### config.mk
export PLATFORM = sky130hd
export DESIGN_NAME = demultiplexer_1to3_reg
export DESIGN_NICKNAME = d
export VERILOG_FILES = /design/src/rtl/demux_pkg.sv /design/src/rtl/channel_slot.sv /design/src/rtl/demultiplexer_1to3_reg.sv
export SDC_FILE = /design/constraint.sdc
export NUM_CORES = 1
export LEC_CHECK = 0
export BUFFER_PORTS_ARGS = -buffer_cell sky130_fd_sc_hd__buf_2
export CAP_MARGIN = 20
export CORE_MARGIN = 2
export CORE_UTILIZATION = 45
export CTS_BUF_LIST = sky130_fd_sc_hd__clkbuf_8
export CTS_CLUSTER_SIZE = 10
export DETAILED_ROUTE_END_ITERATION = 10
export PLACE_DENSITY = 0.73
export SLEW_MARGIN = 20
export SYNTH_ARGS = -nofsm -noshare
export SYNTH_HDL_FRONTEND = slang
export SYNTH_SLANG_ARGS = --single-unit
### constraint.sdc
create_clock -name clk -period 3.5 [get_ports clk]
set_input_delay 0.175 -clock clk [delete_from_list [all_inputs] [get_ports clk]]
set_output_delay 0.175 -clock clk [all_outputs]
set_load 0.02 [all_outputs]
### src/rtl/demux_pkg.sv
// rtl/demux_pkg.sv - shared selector encodings and default widths for the 1-to-3 demux
package demux_pkg;

  localparam logic [1:0] SEL_CH0  = 2'b00;
  localparam logic [1:0] SEL_CH1  = 2'b01;
  localparam logic [1:0] SEL_CH2  = 2'b10;
  localparam logic [1:0] SEL_DROP = 2'b11;

  localparam int NBITS_DEFAULT   = 32;
  localparam int CNTBITS_DEFAULT = 8;

endpackage

### src/rtl/channel_slot.sv
// rtl/channel_slot.sv - one-entry output register with valid/ready drain
module channel_slot
  import demux_pkg::*;
#(
  parameter int NBits = NBITS_DEFAULT
) (
  input  logic             clk,
  input  logic             reset,
  input  logic             fill,
  input  logic [NBits-1:0] Data_In,
  input  logic             Ready,
  output logic             Valid,
  output logic [NBits-1:0] Data
);

  // Fill wins over drain so a full slot can be emptied and reloaded on one edge.
  always_ff @(posedge clk or negedge reset) begin
    if (!reset) begin
      Valid <= 1'b0;
      Data  <= '0;
    end else if (fill) begin
      Valid <= 1'b1;
      Data  <= Data_In;
    end else if (Valid && Ready) begin
      Valid <= 1'b0;
    end
  end

endmodule

### src/rtl/demultiplexer_1to3_reg.sv
// rtl/demultiplexer_1to3_reg.sv - registered 1-to-3 demux with drop counter and sticky error
module demultiplexer_1to3_reg
  import demux_pkg::*;
#(
  parameter int NBits   = NBITS_DEFAULT,
  parameter int CntBits = CNTBITS_DEFAULT
) (
  input  logic               clk,
  input  logic               reset,
  input  logic [1:0]         Selector,
  input  logic               In_Valid,
  output logic               In_Ready,
  input  logic [NBits-1:0]   Data_In,
  output logic               Valid0,
  output logic               Valid1,
  output logic               Valid2,
  input  logic               Ready0,
  input  logic               Ready1,
  input  logic               Ready2,
  output logic [NBits-1:0]   Data0,
  output logic [NBits-1:0]   Data1,
  output logic [NBits-1:0]   Data2,
  output logic [CntBits-1:0] Drop_Count,
  output logic               Error
);

  logic       accept;
  logic [2:0] fill;

  always_comb begin
    In_Ready = 1'b1;
    case (Selector)
      SEL_CH0: In_Ready = !Valid0 || Ready0;
      SEL_CH1: In_Ready = !Valid1 || Ready1;
      SEL_CH2: In_Ready = !Valid2 || Ready2;
      default: In_Ready = 1'b1;
    endcase
  end

  assign accept  = In_Valid && In_Ready;
  assign fill[0] = accept && (Selector == SEL_CH0);
  assign fill[1] = accept && (Selector == SEL_CH1);
  assign fill[2] = accept && (Selector == SEL_CH2);

  channel_slot #(.NBits(NBits)) u_slot0 (
    .clk(clk), .reset(reset), .fill(fill[0]), .Data_In(Data_In),
    .Ready(Ready0), .Valid(Valid0), .Data(Data0)
  );

  channel_slot #(.NBits(NBits)) u_slot1 (
    .clk(clk), .reset(reset), .fill(fill[1]), .Data_In(Data_In),
    .Ready(Ready1), .Valid(Valid1), .Data(Data1)
  );

  channel_slot #(.NBits(NBits)) u_slot2 (
    .clk(clk), .reset(reset), .fill(fill[2]), .Data_In(Data_In),
    .Ready(Ready2), .Valid(Valid2), .Data(Data2)
  );

  // Dropped beats saturate rather than wrap so a large count never reads as small.
  always_ff @(posedge clk or negedge reset) begin
    if (!reset) begin
      Drop_Count <= '0;
      Error      <= 1'b0;
    end else if (accept && (Selector == SEL_DROP)) begin
      Error <= 1'b1;
      if (Drop_Count != {CntBits{1'b1}}) begin
        Drop_Count <= Drop_Count + CntBits'(1);
      end
    end
  end

endmodule
# After elaboration in Yosys (flattened, before gate mapping)
# Cells that the tools add are included.
# totals
wordCells	39
reg_bits	108
out_inout_bits	109
in_bits	40
# classes
addsub	1
muxes	7
reduce_logical	19
n_eq_ne	4
# ops
operator	count
adder 8 x 1 -> 8 bit (second input constant)	1
logical AND 1 bit	8
inequality test 8 bit (second input constant)	1
2-to-1 mux 1 bit	6
nonzero test 2 bit	3
== test 2 bit (second input constant)	2
zero test 1 bit	3
logical OR 1 bit	3
case mux 1 bit (3 select lines)	1
== test 2 x 1 -> 1 bit (second input constant)	1
zero test 2 bit	1
AND reduction 2 bit	1

# Depth between registers and ports, before layout
# depth
depth_word	6
mapped_depth	5

# Hierarchy
# From an unflattened synthesis, not the netlist that was laid out.
# unflattened
hier_cells	258
hier_area_um2	4615.7
# modules_own_cells
mod	cells_each	area_each_um2	seq_area_each_um2	instances
channel_slot	71	1377.6	825.8	3
demultiplexer_1to3_reg	45	483.0	225.2	1

# Least setup slack after synthesis
# No wires, ideal clock.
# synth_path
path_kind	flip-flop to flip-flop
from	register Drop_Count[0]
to	register Drop_Count[1]
arrival_time_ns	1.501
period_less_slack_ns	1.626
path_stages_with_launch	5
path_slack_ns	1.874
path_buffers	0
path_cell_list	dfrtp_1 ha_1 nand3_1 o21ai_0 mux2_2
# synth_between
elab_chain_len	2
# synth_lines
element	line_no	rtl
from (decl)	demultiplexer_1to3_reg.sv:23	output logic [CntBits-1:0] Drop_Count,
from (signal assigned)	demultiplexer_1to3_reg.sv:68	Drop_Count <= Drop_Count + CntBits'(1);
branches (longest 2 deep; another with adder 8 x 1 -> 8 bit)	n/a	
# Several ways; the timed one is not identified.
# A chain may end at the register's enable or synchronous reset.

# Worst setup path after layout
# layout_path
from	register u_slot0.Valid
to	register u_slot0.Data[13]
# layout_between
elab_chain_len	5
# layout_lines
element	line_no	rtl
from (decl)	channel_slot.sv:12	output logic Valid,
from (signal assigned)	channel_slot.sv:19	Valid <= 1'b0;
from (signal assigned)	channel_slot.sv:22	Valid <= 1'b1;
from (signal assigned)	channel_slot.sv:25	Valid <= 1'b0;
zero test 1 bit	demultiplexer_1to3_reg.sv:33	SEL_CH0: In_Ready = !Valid0 || Ready0;
logical OR 1 bit	demultiplexer_1to3_reg.sv:33	
case mux 1 bit (3 select lines)	demultiplexer_1to3_reg.sv:32	case (Selector)
logical AND 1 bit	demultiplexer_1to3_reg.sv:40	assign accept = In_Valid && In_Ready;
logical AND 1 bit	demultiplexer_1to3_reg.sv:41	assign fill[0] = accept && (Selector == SEL_CH0);
to (signal assigned)	channel_slot.sv:23	Data <= Data_In;
to (decl)	channel_slot.sv:13	output logic [NBits-1:0] Data
# No other way between the ends.

==> run summary <==
status = completed
Num CTS Buffers = 9
initial cell density of the core = 0.4679
post-synthesis sequential area ratio = 0.6221
P per Cell Area = 650.0 mW/mm^2
worst IR drop on VDD = 0.0004124 V
port bufs = 148
Reg clk slew, reported paths = 0.12 ns
Clock power frac = 0.224
Slowest-stage cell, CP = nand3b_2
Syn Area/Cell = 16.52 um^2
clock latency on the worst-skew pair = 0.37 ns
commonest non-fill, non-tap cell in the layout = buf_2
Synth area leader = dfrtp_1
Post-CTS Resized = 0
crit-path max cell delay = 0.71 ns
global-route wire length before repair = 13670 um
hold endpoint = u_slot1.Data[11]$_DFFE_PN0P_
CTS tree = yes
synth top area cells = dfrtp_1 62%, mux2_2 12%, mux2_4 10%
Die ar. = 0.01046 mm^2
Gate power share = 0.299
initial antenna violation count = 0
total gr overflow = 0
final setup vio count = 0
Seq. cell area = 0.002703 mm^2
synth unique cells = 30
Worst Path Class, Setup = flip-flop to flip-flop
fin crit period = 1.912 ns
Switching Share = 0.3424
crit-path max FO = 33
clock sink count = 108
max-slew violation count = 0
Die X = 102.3 um
H-tree depth = 3
leak pwr = 2.612 nW
RSZ-0062 raised after global routing = no
core area = 0.009284 mm^2
relative slew slack = 0.3647
multi-input logic area = 0.001516 mm^2
commonest cells after routing, fill and taps aside = 147 x buf_2, 108 x dfrtp_1, 48 x mux2_2, 30 x mux2_4, 21 x mux2_1
Overall Global Routing Usage = 0.1699
FF+latch count, synth = 108
Buffers & Inverters on Critical Path = 0
cell count after synthesis = 263
top-area cell type share of the netlist area = 0.6221
wirelength, routed = 8741 um
R2R setup slack = 1.59 ns
Synth warnings = 0
ANT cells = 0
hold wc startpoint = Data_In[11]
Cell Rows = 35
fill cell count = 786
R2R Path Start = u_slot0.Valid$_DFFE_PN0P_
clk root buf = clkbuf_8
largest net degree at the start of global routing = 44
Die H = 102.3 um
RePlAce Congestion = 0.7863
antenna viol nets, final = 0
fmax = 522.9 MHz
via/cell ratio = 4.931
Syn Nets = 304
DR WL/cell = 15.92 um
IO Pins = 149
Sequential Power Share = 0.477
worst min-delay path category = primary input to flip-flop
Critical Path Source Type = flip-flop
initial DRC count = 45
NetSw = 0.001195 W
Post-route DRC = 0
post-detail-place hpwl = 6132 um
Post-Route Skew = 0.02380 ns
Final #Nets = 456
Design Area, Final = 0.005370 mm^2
reg2reg path depth = 3
vias in the first global route = 2642
final period utilization = 0.5464
Area Growth Syn to Fin = 23.62%
WHS = 0.04860 ns
Post-Syn Area = 0.004344 mm^2
layout cells sized above 1 = 0.5952
Pint = 0.002295 W
Crit. End Element = flip-flop
CP delay by family, top = simple AND/OR/NAND/NOR gates
Worst Hold Depth = 2
final hold violation count = 0
clock tree buffer depth = 2
vias post-DR = 2707
dpl cell area = 0.005154 mm^2
Final Util = 0.5784
DRT Pass-1 Iters = 4
max cap viols = 0
Critical Path Start = u_slot0.Valid$_DFFE_PN0P_
crit-path cells = nand2b_1 -> nand3b_2 -> mux2_1
Worst Path Arrival = 2.17 ns
R2R Path End = u_slot0.Data[13]$_DFFE_PN0P_
Worst Tran Pin Value = 0.9479 ns
setup TNS = 0 ns
Worst Path Required = 3.76 ns
[through the flow]
stage	instances	setup WS [ns]	power, W
after floorplan	263	1.874	0.002339
after global placement	532	1.568	0.002718
after detailed placement	532	1.530	0.002747
after CTS	549	1.554	0.003531
after global routing	549	1.417	0.003669
final	549	1.588	0.003491
[routing by layer]
metal  up-vias  part of all wire  track usage  routed length, um
met5         -                 0            0                  0
met4         0             0.012      0.06359                104
met3        10             0.069      0.05335                601
met2        96              0.46       0.2637               4061
met1      1363              0.45       0.2255               3974
li1       1238                 -            -                  -
[Yosys cell counts]
cell and count:
a2bb2oi_1 1, mux2_2 48, inv_1 2, o21ai_0 5, nor2_1 1, nor2b_1 3
nand3_1 2, buf_2 1, a41oi_1 1, nor2b_2 1, dfrtp_1 108, or2_2 1
o211ai_1 1, o21a_1 1, nand3b_1 1, and3_4 1, mux2_4 30, nor3_4 1
mux2_1 21, xnor2_1 2, and4_1 2, a31oi_1 1, buf_6 10, nand3b_2 1
ha_1 1, nor3_1 1, nand4_1 4, nand2_1 6, and3_1 2, nand2b_1 3
[worst register-to-register path, cell delays in order (launching register included)]
cell	delay, ns
dfrtp_1	0.38
nand2b_1	0.14
nand3b_2	0.71
mux2_1	0.60
[repair_timing]
action,in CTS,in global routing
endpoints found under the hold margin,41,0
hold buffers,1,0
endpoints found under the setup margin,0,0
setup buffers,0,0
[cell type report]
type	count	area share
multi-input combinational	142	0.2824
sequential	108	0.5033
timing repair buffer	152	0.1445
clock buffer	9	0.02307
inverter	2	0.001398
tap	129	0.03006
clock inverter	7	0.01538
[state kept, by name, indices dropped and copies added (netlist names)]
| register | count |
|---|---|
| u_slot0.Data | 32 |
| u_slot1.Data | 32 |
| u_slot2.Data | 32 |
| Drop_Count | 8 |
| Error | 1 |
| u_slot0.Valid | 1 |
| u_slot1.Valid | 1 |
| u_slot2.Valid | 1 |
[power groups by stage]
stage          logic, W  clock network, W  registers [W]
2_1_floorplan  0.000328                 0        0.00201
3_3_place_gp    0.00104                 0        0.00168
3_5_place_dp    0.00106                 0        0.00169
4_1_cts         0.00106          0.000804        0.00167
5_1_grt         0.00112          0.000850        0.00170
6_report        0.00104          0.000782        0.00166
[cell families after synthesis]
logic type,after synthesis,share of synthesized area
buf+inv,13,0.02880
mux,99,0.2825
flops,108,0.6221
simple gates,30,0.04493
xor+xnor,2,0.004033
fa+ha+maj,1,0.002880
compound gates,10,0.01469
[worst max-delay path by stage]
stage | slack [ns] | cells after the start | end
6_report | 1.59 | 3 | u_slot0.Data[13]$_DFFE_PN0P_
5_1_grt | 1.42 | 3 | u_slot0.Data[13]$_DFFE_PN0P_
3_5_place_dp | 1.53 | 3 | u_slot0.Data[13]$_DFFE_PN0P_
2_1_floorplan | 1.87 | 4 | Drop_Count[1]$_DFFE_PN0P_
3_3_place_gp | 1.57 | 4 | u_slot0.Data[13]$_DFFE_PN0P_
4_1_cts | 1.55 | 3 | u_slot0.Data[13]$_DFFE_PN0P_
Power figures use the tool's default switching activity.
